## config.mk

```make
export PLATFORM = sky130hd
export DESIGN_NAME = cpu_ctrl_seq
export DESIGN_NICKNAME = d
export VERILOG_FILES = /design/src/rtl/cpu_ctrl_seq.sv
export SDC_FILE = /design/constraint.sdc
export NUM_CORES = 1
export LEC_CHECK = 0
export BUFFER_PORTS_ARGS = -buffer_cell sky130_fd_sc_hd__clkbuf_2
export CAP_MARGIN = 30
export CELL_PAD_IN_SITES_DETAIL_PLACEMENT = 1
export CELL_PAD_IN_SITES_GLOBAL_PLACEMENT = 2
export CORE_ASPECT_RATIO = 0.75
export CORE_UTILIZATION = 29
export DETAILED_ROUTE_END_ITERATION = 12
export PLACE_DENSITY_LB_ADDON = 0.1
export RECOVER_POWER = 50
export REMOVE_ABC_BUFFERS = 1
export SLEW_MARGIN = 30
export SYNTH_ARGS = -nofsm -noshare
export SYNTH_HDL_FRONTEND = slang
export SYNTH_SLANG_ARGS = --single-unit
```

## constraint.sdc

```tcl
create_clock -name clk -period 2.9 [get_ports clk]
set_clock_uncertainty 0.1 [all_clocks]
set_input_delay 0.435 -clock clk [delete_from_list [all_inputs] [get_ports clk]]
set_output_delay 0.435 -clock clk [all_outputs]
set_load 0.005 [all_outputs]
```

## src/rtl/cpu_ctrl_seq.sv

```systemverilog
// Multi-cycle control sequencer for the 10-bit CPU datapath.
// Define CPU_CTRL_FAST_MOV_EN to let MOV skip RD/EX and write in cycle 1.
`timescale 1ns/1ps
module cpu_ctrl_seq (
    input  logic       clk,
    input  logic       rst_n,
    input  logic       instr_valid,
    input  logic [9:0] instr,
    output logic       instr_ready,
    input  logic       data_valid,
    output logic       data_ack,
    output logic       rf_we,
    output logic [1:0] rf_wa,
    output logic       rf_rae,
    output logic       rf_rbe,
    output logic [1:0] rf_raa,
    output logic [1:0] rf_rba,
    output logic [2:0] alu_op,
    output logic [1:0] wsel,
    output logic [9:0] imm,
    output logic       done,
    output logic       illegal
);

    typedef enum logic [2:0] {
        S_IDLE, S_DEC, S_RD, S_EX, S_WR, S_WAITD
    } state_t;

    typedef enum logic [2:0] {
        OP_LOAD = 3'b000, OP_MOV = 3'b001, OP_ADD = 3'b010, OP_SUB = 3'b011,
        OP_AND  = 3'b100, OP_OR  = 3'b101, OP_LDI = 3'b110, OP_RSV = 3'b111
    } opcode_t;

    typedef enum logic [2:0] {
        ALU_PASS_B = 3'b000, ALU_ADD = 3'b001, ALU_SUB = 3'b010,
        ALU_AND    = 3'b011, ALU_OR  = 3'b100
    } alu_t;

    typedef enum logic [1:0] {
        WS_ALU = 2'b00, WS_EXT = 2'b01, WS_IMM = 2'b10
    } wsel_t;

    state_t     state, state_nx;
    logic [9:0] ir;
    opcode_t    op;
    logic [1:0] rx, ry;
    logic       is_alu, is_mov, reads_on;
    alu_t       alu_sel;

    assign op = opcode_t'(ir[9:7]);
    assign rx = ir[6:5];
    assign ry = ir[4:3];

    always_ff @(posedge clk or negedge rst_n) begin
        if (!rst_n) begin
            state <= S_IDLE;
            ir    <= '0;
        end else begin
            state <= state_nx;
            if (state == S_IDLE && instr_valid)
                ir <= instr;
        end
    end

    always_comb begin
        state_nx = state;
        case (state)
            S_IDLE:  if (instr_valid) state_nx = S_DEC;
            S_DEC: begin
                case (op)
                    OP_RSV:  state_nx = S_IDLE;
                    OP_LOAD: state_nx = S_WAITD;
                    OP_LDI:  state_nx = S_WR;
`ifdef CPU_CTRL_FAST_MOV_EN
                    OP_MOV:  state_nx = S_WR;
`else
                    OP_MOV:  state_nx = S_RD;
`endif
                    default: state_nx = S_RD;
                endcase
            end
            S_RD:    state_nx = S_EX;
            S_EX:    state_nx = S_WR;
            S_WR:    state_nx = S_IDLE;
            S_WAITD: if (data_valid) state_nx = S_IDLE;
            default: state_nx = S_IDLE;
        endcase
    end

    always_comb begin
        is_alu   = op inside {OP_ADD, OP_SUB, OP_AND, OP_OR};
        is_mov   = (op == OP_MOV);
        reads_on = state inside {S_RD, S_EX, S_WR};
        case (op)
            OP_ADD:  alu_sel = ALU_ADD;
            OP_SUB:  alu_sel = ALU_SUB;
            OP_AND:  alu_sel = ALU_AND;
            OP_OR:   alu_sel = ALU_OR;
            default: alu_sel = ALU_PASS_B;
        endcase
    end

    // Read ports stay enabled into WR so the ALU result is still valid at the write.
    always_comb begin
        instr_ready = (state == S_IDLE);
        data_ack    = 1'b0;
        rf_we       = 1'b0;
        rf_wa       = '0;
        rf_rae      = 1'b0;
        rf_rbe      = 1'b0;
        rf_raa      = '0;
        rf_rba      = '0;
        alu_op      = ALU_PASS_B;
        wsel        = WS_ALU;
        imm         = '0;
        done        = 1'b0;
        illegal     = 1'b0;

        if (reads_on && (is_alu || is_mov)) begin
            rf_rbe = 1'b1;
            rf_rba = ry;
            alu_op = alu_sel;
            if (is_alu) begin
                rf_rae = 1'b1;
                rf_raa = rx;
            end
        end

        case (state)
            S_DEC: illegal = (op == OP_RSV);
            S_WR: begin
                rf_we = 1'b1;
                rf_wa = rx;
                done  = 1'b1;
                if (op == OP_LDI) begin
                    wsel = WS_IMM;
                    imm  = {7'b0, ir[2:0]};
                end
            end
            S_WAITD: begin
                wsel = WS_EXT;
                if (data_valid) begin
                    rf_we    = 1'b1;
                    rf_wa    = rx;
                    data_ack = 1'b1;
                    done     = 1'b1;
                end
            end
            default: ;
        endcase
    end

endmodule

```

Yosys cells after proc, flatten, opt, wreduce, memory -nomap -nowiden
Cells that the tools add are included.

Register bits after elaboration: 13. Output and inout bits: 28. Logic and storage cells: 46. Latch bits: 0. ROM bits: 0. Memory bits (writable): 0. Memories kept: 0.

Mux-type cells: 22. Eq/ne operators: 14. Add/subtract/negate cells: 0. Div/mod/pow operators: 0. Shift operators: 0. Reductions and logical operators: 8. Bitwise operators: 0. $mul: 0. Order comparisons: 0.

Operators by type and width (number): 3-bit equality test (second input constant) (6); 3-bit 2-to-1 mux (5); 3-bit one-hot mux with 5 select lines (1); 3-bit by 2-bit equality test with 1-bit output (second input constant) (4); 3-bit one-hot mux with 4 select lines (1); 2-bit 2-to-1 mux (5); 3-bit one-hot mux with 3 select lines (1); 2-bit one-hot mux with 2 select lines (2); 3-bit by 1-bit equality test with 1-bit output (second input constant) (2); 3-bit zero test (2); 1-bit 2-to-1 mux (6); 2-bit != test (second input constant) (2); 4-bit nonzero test (1); 3-bit nonzero test (1); 1-bit logical AND (2); 1-bit one-hot mux with 2 select lines (1); 2-bit AND reduction (1); 1-bit logical OR (1).

Logic depth before layout (Yosys ltp)
Gate-level depths: netlist of run 1.

Depth in word-level cells: 5. Depth in mapped cells: 5. Gate-level depth less buffers: 3.

Worst setup path before layout of run 1
No wires, ideal clock.

Path type: register to output. Start: register ir[7]. End: output alu_op[1]. Arrival: 1.102 ns. Slack: 1.263 ns. Buffers on the path: 1. Required time: 2.365 ns. Stages on the path, launching flop included: 4. Path through: dfrtp_1 -> buf_6 -> or3b_2 -> a21oi_1.

Longest elaborated chain between the ends: 5.

Ends and longest elaborated chain: from (decl) (RTL line 44) `logic [9:0] ir;`; from (signal assigned) (RTL line 61) `ir <= instr;`; 3-bit by 2-bit equality test with 1-bit output / 3-bit equality test (equally long branches) (RTL line 91, 94); 4-bit nonzero test (RTL line 91) `is_alu = op inside {OP_ADD, OP_SUB, OP_AND, OP_OR};`; 1-bit logical OR (RTL line 119) `if (reads_on && (is_alu || is_mov)) begin`; 1-bit logical AND (RTL line 119); 3-bit 2-to-1 mux * (RTL line 119); to (decl) (RTL line 18) `output logic [2:0] alu_op,`.

Mark *: on every way between the ends. The rest lies on a longest branch, timed or not.

Worst setup path in the final report of run 1
Start: register ir[7]. End: output rf_rba[0].

Longest elaborated chain between the ends: 5.

Ends and longest elaborated chain: 3-bit by 2-bit equality test with 1-bit output / 3-bit equality test (equally long branches) (RTL line 91); 4-bit nonzero test (RTL line 91); 1-bit logical OR * (RTL line 119); 1-bit logical AND * (RTL line 119); 2-bit 2-to-1 mux * (RTL line 119); to (decl) (RTL line 17) `output logic [1:0] rf_rba,`.

Marks and branches as above.

==> results.txt, run 1 <==
Max stage delay cell, worst path: dfrtp_1
Post-synth top cells: dfrtp_1, mux2_4, buf_4
Final hold vios: 0
M3 GR Usage: 5.324%
Worst path arrival time: 1560 ps
# rows: 17
Mapped Cells: 81
Yosys top cell area share: 36.57%
CP max stage delay: 490 ps
Hold Path Class: input port to flip-flop
Post-detailed-route count of antenna-violating nets: 0
First-pass GRT wire length: 3153 um
Most Crowded Layer GR: met2
EDFF count, synth: 0
Final Net Count: 129
Drt wl/cell: 12.59 um
Type of origin of the critical path: flip-flop
Met2 usage: 19.56%
Hold Buf Count CTS: 1
Clock slew at reported path FFs: 50 ps
Design Area, Final: 1057 um^2
Worst reg2reg path startpoint: state[0]
Max cap viols: 0
H-tree Lvls: 1
Crit path from: ir[7]
Setup repair bufs after CTS: 0
Max IR drop VDD: 0.3042 mV
Via count: 682
Total CTS buffers: 3
Setup CP Type: flip-flop to output pin
Die W: 65.96 um
# DRC: 0
Setup violations, final: 0
Most common flop cell mapped by yosys: dfrtp_1
Syn Std Cell Area: 889.6 um^2
Leading area contributor after synthesis: dfrtp_1
Initial DRC Count: 9
Initial Utilization: 30.31%
Routed WL: 1913 um
GRT Overall Usage: 13.24%
Clock buffer depth: 2
Final Worst Setup Slack: 809.7 ps
DP HPWL: 1482 um
Min-Delay Startpoint: instr[9]
Max Clk Rate: 0.4784 GHz
Register area share after synthesis: 36.57%
Slew @ Worst Pin: 796.8 ps
Top cells by area, synth: dfrtp_1, mux2_4, buf_4
P&R area growth vs syn: 18.85%
Crit-path cells: or3_1 > and4_1 > clkbuf_2
Netlist cell types: 36
GR Util met1: 16.57%
Slew Viols, Final: 0
R2r setup slk: 820 ps
Avg Vias per Cell: 4.487
Initial antenna violation count: 0
Number of global-route vias before repair: 673
Setup TNS: 0 ps
Largest net degree at the start of global routing: 14
PortBufs: 34
Final Critical Period: 2090 ps
Clock latency on the worst-skew pair: 240 ps
CTS tree: yes
Period utilization: 72.08%
CTS resizes: 0
Die Y-Extent: 49.97 um
Die area: 3295 um^2
Mean area per synthesized cell: 10.98 um^2
Status: finished, final reports clean
Post-DP Area: 1035 um^2
#FFs+latches synth: 13
Crit end category: output pin
Post-synth ARST share: 100.0%
Worst slack, placed: 1041 ps
RSZ-0062 raised after global routing: false
Hold WS: 308.2 ps
Share of post-route cells with drive strength above 1: 39.47%
Core area: 2935 um^2
Drt pass-1 iters: 2
Final Wtd Congestion: 0.7464
Yosys warns: 0
Worst Path Max Fanout: 9
CTS sink count: 13
Power, Total: 1.047 mW
Relative slew slack: 46.85%
Antenna cells: 0
Top-level I/O count: 42
Pleak: 0.5470 nW
Data required time of the worst path: 2370 ps
GRT overflow: 0
Clk root buf: clkbuf_8
Most frequent cell after synthesis: dfrtp_1
Power Density: 990.2 nW/um^2
## layer usage
metal	vias up	wire, um
li1	329	-
met1	325	845
met4	0	28
met5	-	0
met2	24	909
met3	4	129
## cell usage in the layout (no fill, tap or decap)
cell type       n
a211oi_1        1
a21oi_1         2
a31o_1          1
and2_0          1
and2_1          6
and3_1          5
and4_1          2
and4b_1         1
clkbuf_1        2
clkbuf_2       33
clkbuf_8        3
conb_1          7
dfrtp_1        13
dlygate4sd3_1   1
inv_1           3
mux2_1          5
mux2_4          5
mux2i_1         1
nand2_1         1
nand2_2         1
nand2b_1        1
nand3_1         1
nand3b_1        1
nor2_1          3
nor3_1          3
nor3b_1         1
nor4_1          1
nor4b_4         1
o21a_1          2
o21ai_0         1
o21ai_2         1
or2b_1          1
or3_1           1
or3b_2          1
xor2_1          1
## area by class of cell
type	count	area (um^2)
Sequential cell	13	325.3
Inverter	3	11.26
Clock buffer	4	45.04
Fill cell	363	1878
Multi-Input combinational cell	59	449.2
Timing Repair Buffer	35	178.9
Tap cell	38	47.55
## critical path, delay by kind of cell (launching register included)
kind	cells	cell delay, ps
and+or+nand+nor	2	720
DFF	1	490
buffers and inverters	1	100
## sequential cells by signal, indices dropped and copies added (netlist names)
signal,flops
ir,10
state,3
## report_power, final
| part | switching [mW] | internal (mW) |
|---|---|---|
| registers | 0.123 | 0.273 |
| clock network | 0.0640 | 0.0971 |
| logic | 0.220 | 0.270 |
## final timing paths
kind	depth (start not counted)	end
hold reg to reg	1	ir[2]
setup reg to reg	3	ir[8]
min in group asynchronous	2	ir[0]
max in group asynchronous	2	ir[6]
hold / removal	2	ir[9]
setup / recovery	3	rf_rba[0]
## cell families after synthesis
logic type / share of synthesized area [%]
AO/OA/AOI/OAI: 6.188
XOR/XNOR: 0.9847
buffers and inverters: 11.95
flip-flops: 36.57
multiplexers: 18.00
other: 0.4215
AND/OR/NAND/NOR: 25.88
## metrics by stage
step                cells  utilization (%)
floorplan              75                -
global route          152            36.02
CTS                   152            37.13
finish                152            36.02
detailed placement    147            35.25
global placement      147            35.25
Note: power is estimated with default switching activity, not from simulation.
==> run 2: changes to the inputs <==
--- a/config.mk
+++ b/config.mk
@@ -5,12 +5,13 @@
 export SDC_FILE = /design/constraint.sdc
 export NUM_CORES = 1
 export LEC_CHECK = 0
+export ABC_AREA = 1
 export BUFFER_PORTS_ARGS = -buffer_cell sky130_fd_sc_hd__clkbuf_2
 export CAP_MARGIN = 30
 export CELL_PAD_IN_SITES_DETAIL_PLACEMENT = 1
 export CELL_PAD_IN_SITES_GLOBAL_PLACEMENT = 2
 export CORE_ASPECT_RATIO = 0.75
-export CORE_UTILIZATION = 29
+export CORE_UTILIZATION = 22
 export DETAILED_ROUTE_END_ITERATION = 12
 export PLACE_DENSITY_LB_ADDON = 0.1
 export RECOVER_POWER = 50
==> constraint.sdc (replaced) <==
create_clock -name clk -period 2.2 [get_ports clk]
set_clock_uncertainty 0.1 [all_clocks]
set_input_delay 0.33 -clock clk [delete_from_list [all_inputs] [get_ports clk]]
set_output_delay 0.33 -clock clk [all_outputs]
set_load 0.005 [all_outputs]
==> run 2 against run 1 <==
  * Count of clock-buffer cells in the layout did not move
  * Critical path depth is 4 higher
  * Combinational power rose by 52%
  * Sequential power up 14%
  * Register-to-register slack worse by 540 ps
  * Clock power grew 35%
  * Hold slack got worse by 91 ps
  * Critical endpoint unchanged
  * Largest power group unchanged
==> results.txt, run 2 <==
Status: finished, final reports clean
Final Worst Setup Slack: 256.5 ps (-553.3 ps)
GRT Overall Usage: 12.49% (-0.75 points)
Final Wtd Congestion: 0.7369 (-1.3%)
Worst Path Max Fanout: 4 (-5)
Die area: 4094 um^2 (+24%)
CTS tree: yes
Period utilization: 88.34%
CTS resizes: 0 (unchanged)
# DRC: 0 (unchanged)
EDFF count, synth: 0 (unchanged)
Die W: 73.55 um (+12%)
Sequential share of power: 32.0% (-5.8 points)
Top cells by area, synth: dfrtp_1, nor2_1, nand2_1
WHS Path Cells: 3 (+1)
Syn Std Cell Area: 844.6 um^2 (-5.1%)
R2r setup slk: 280 ps (-540 ps)
PortBufs: 34 (unchanged)
RSZ-0062 raised after global routing: false
Antenna cells: 0 (unchanged)
# rows: 19 (+2)
#FFs+latches synth: 13 (unchanged)
Max FFs per register: 10 (unchanged)
Setup CP Type: flip-flop to output pin
Slew @ Worst Pin: 798.2 ps (+1.490 ps)
Switching power: 0.6625 mW (+63%)
Top flop regs: ir: 10 flops, state: 3 flops
Pleak: 0.6300 nW (+15%)
Drt pass-1 iters: 4 (+2)
Post-DP Area: 1031 um^2 (-0.36%)
P&R area growth vs syn: 26.22%
Data required time of the worst path: 1770 ps (-600 ps)
First-pass GRT wire length: 3815 um (+21%)
Core area: 3661 um^2 (+25%)
Setup violations, final: 0 (unchanged)
# fillers: 504 (+39%)
Final Critical Period: 1944 ps
Crit path from: ir[9]
H-tree Lvls: 1 (unchanged)
Internal power: 0.7521 mW (+18%)
Routed WL: 2286 um (+19%)
Relative slew slack: 46.78% (-0.069 points)
Share of post-route cells with drive strength above 1: 29.87% (-9.6 points)
Crit end category: output pin
Biggest register: ir
Via count: 826 (+21%)
Yosys warns: 0 (unchanged)
Mapped Cells: 118 (+46%)
R2R depth: 6 (+3)
Post-detailed-route count of antenna-violating nets: 0 (unchanged)
Slew Viols, Final: 0 (unchanged)
Min-Delay Startpoint: instr[0]
DP HPWL: 1873 um (+26%)
Die Y-Extent: 55.66 um (+11%)
Design Area, Final: 1066 um^2 (+0.83%)
Worst slack, placed: 458.8 ps (-582.1 ps)
Clock slew at reported path FFs: 60 ps (about the same)
Leading area contributor after synthesis: dfrtp_1
GRT overflow: 0 (unchanged)
Final Non-Filler Cells: 206 (+36%)
Clk pwr share: 15.4% (about the same)
Clock buffer depth: 2 (unchanged)
Combinational share of power: 52.6% (+5.8 points)
Netlist cell types: 16 (-56%)
Max IR drop VDD: 0.3617 mV (+19%)
Mean area per synthesized cell: 7.157 um^2 (-35%)
Total CTS buffers: 3 (unchanged)
Largest net degree at the start of global routing: 18 (+4)
Register area share after synthesis: 38.52% (+2.0 points)
Hold Path Class: input port to flip-flop
Most frequent cell after synthesis: nor2_1
Net Sw Frac: 46.83% (+7.9 points)
Avg Vias per Cell: 4.010 (-11%)
Commonest non-fill, non-tap cell in the layout: clkbuf_2
R2r endpoint: ir[8]
Setup repair bufs after CTS: 0 (unchanged)
Top-level I/O count: 42 (unchanged)
Initial Utilization: 23.07% (-7.2 points)
Placed Instances: 201 (+37%)
Post-synth top cells: nor2_1, nand2_1, inv_1
Final Net Count: 169 (+31%)
Clock latency on the worst-skew pair: 240 ps (about the same)
CTS sink count: 13 (unchanged)
Type of origin of the critical path: flip-flop
Max cap viols: 0 (unchanged)
Initial antenna violation count: 0 (unchanged)
Power Density: 1327 nW/um^2 (+34%)
Most common flop cell mapped by yosys: dfrtp_1
Worst path arrival time: 1510 ps (-50 ps)
Post-synth ARST share: 100.0% (unchanged)
Number of global-route vias before repair: 780 (+16%)
Worst reg2reg path startpoint: state[2]
Yosys top cell area share: 38.52% (+2.0 points)
Setup TNS: 0 ps (unchanged)
Commonest cells after routing, fill and taps aside: clkbuf_2, nor2_1, nand2_1, inv_1, dfrtp_1
Hold Buf Count CTS: 1 (unchanged)
Clk root buf: clkbuf_8
Initial DRC Count: 31 (+22)
Max Clk Rate: 0.5145 GHz
Drt wl/cell: 11.10 um (-12%)
Worst Hold End: ir[0]
Final hold vios: 0 (unchanged)
-- run 2: cell types whose count changed after synthesis, moves of 7 or more --
cell / previous run / this run
nand2_1: 1 / 23
mux2_4: 10 / 0
inv_1: 3 / 17
nand3_1: 1 / 12
a21oi_2: 0 / 7
nor2_1: 3 / 28
-- run 2: worst max-delay path by stage --
stage                     end  cells past startpoint
global route            ir[9]                      6
finish              rf_rba[0]                      7
floorplan           alu_op[0]                      5
detailed placement  alu_op[0]                      6
CTS                 alu_op[0]                      6
global placement    alu_op[0]                      6
-- run 2: layout make-up --
cell class | instances | area [um^2] | area share [%]
flip-flops and latches | 13 | 325.3 | 30.52
well taps | 52 | 65.06 | 6.103
repair buffers | 35 | 178.9 | 16.78
clock buffers | 4 | 45.04 | 4.225
multi-input cells | 83 | 379.1 | 35.56
inverters | 19 | 72.57 | 6.808
-- run 2: per-layer routing --
layer  vias to the layer above  track usage [%]  part of all wire [%]
met2                        22            15.99                    41
li1                        414                -                     -
met3                         2            4.891                   5.2
met4                         0            2.473                  0.74
met1                       388            19.34                    53
met5                         -                0                     0
-- run 2: kinds of logic after synthesis --
logic type      after synthesis  share of synthesized area [%]
flops                        13                          38.52
simple gates                 67                          34.37
compound gates                9                          9.186
buf+inv                      28                          17.48
other cells                   1                         0.4440
-- run 2: power groups by stage --
| stage | logic (mW) | clock network [mW] | registers, mW |
|---|---|---|---|
| final | 0.745 | 0.218 | 0.453 |
| after global placement | 0.784 | 0 | 0.461 |
| after CTS | 0.804 | 0.229 | 0.456 |
| after detailed placement | 0.801 | 0 | 0.458 |
| after floorplan | 0.542 | 0 | 0.432 |
| after global routing | 0.850 | 0.240 | 0.468 |
-- run 2: critical path: stages (launching register included) --
cell      delay, ps
dfrtp_1         390
inv_1           100
nand2_1         150
nand2_1          70
nand2_1         140
nand3_1         170
nor2_1          130
clkbuf_2        120
-- run 2: through the flow --
step	utilization (%)	power, mW	hold WS (ps)
after global routing	29.12	1.558	224.1
after floorplan	-	0.9737	-65.59
final	29.12	1.415	217.6
after CTS	29.67	1.489	209.8
after global placement	28.16	1.245	168.7
after detailed placement	28.16	1.258	167.0
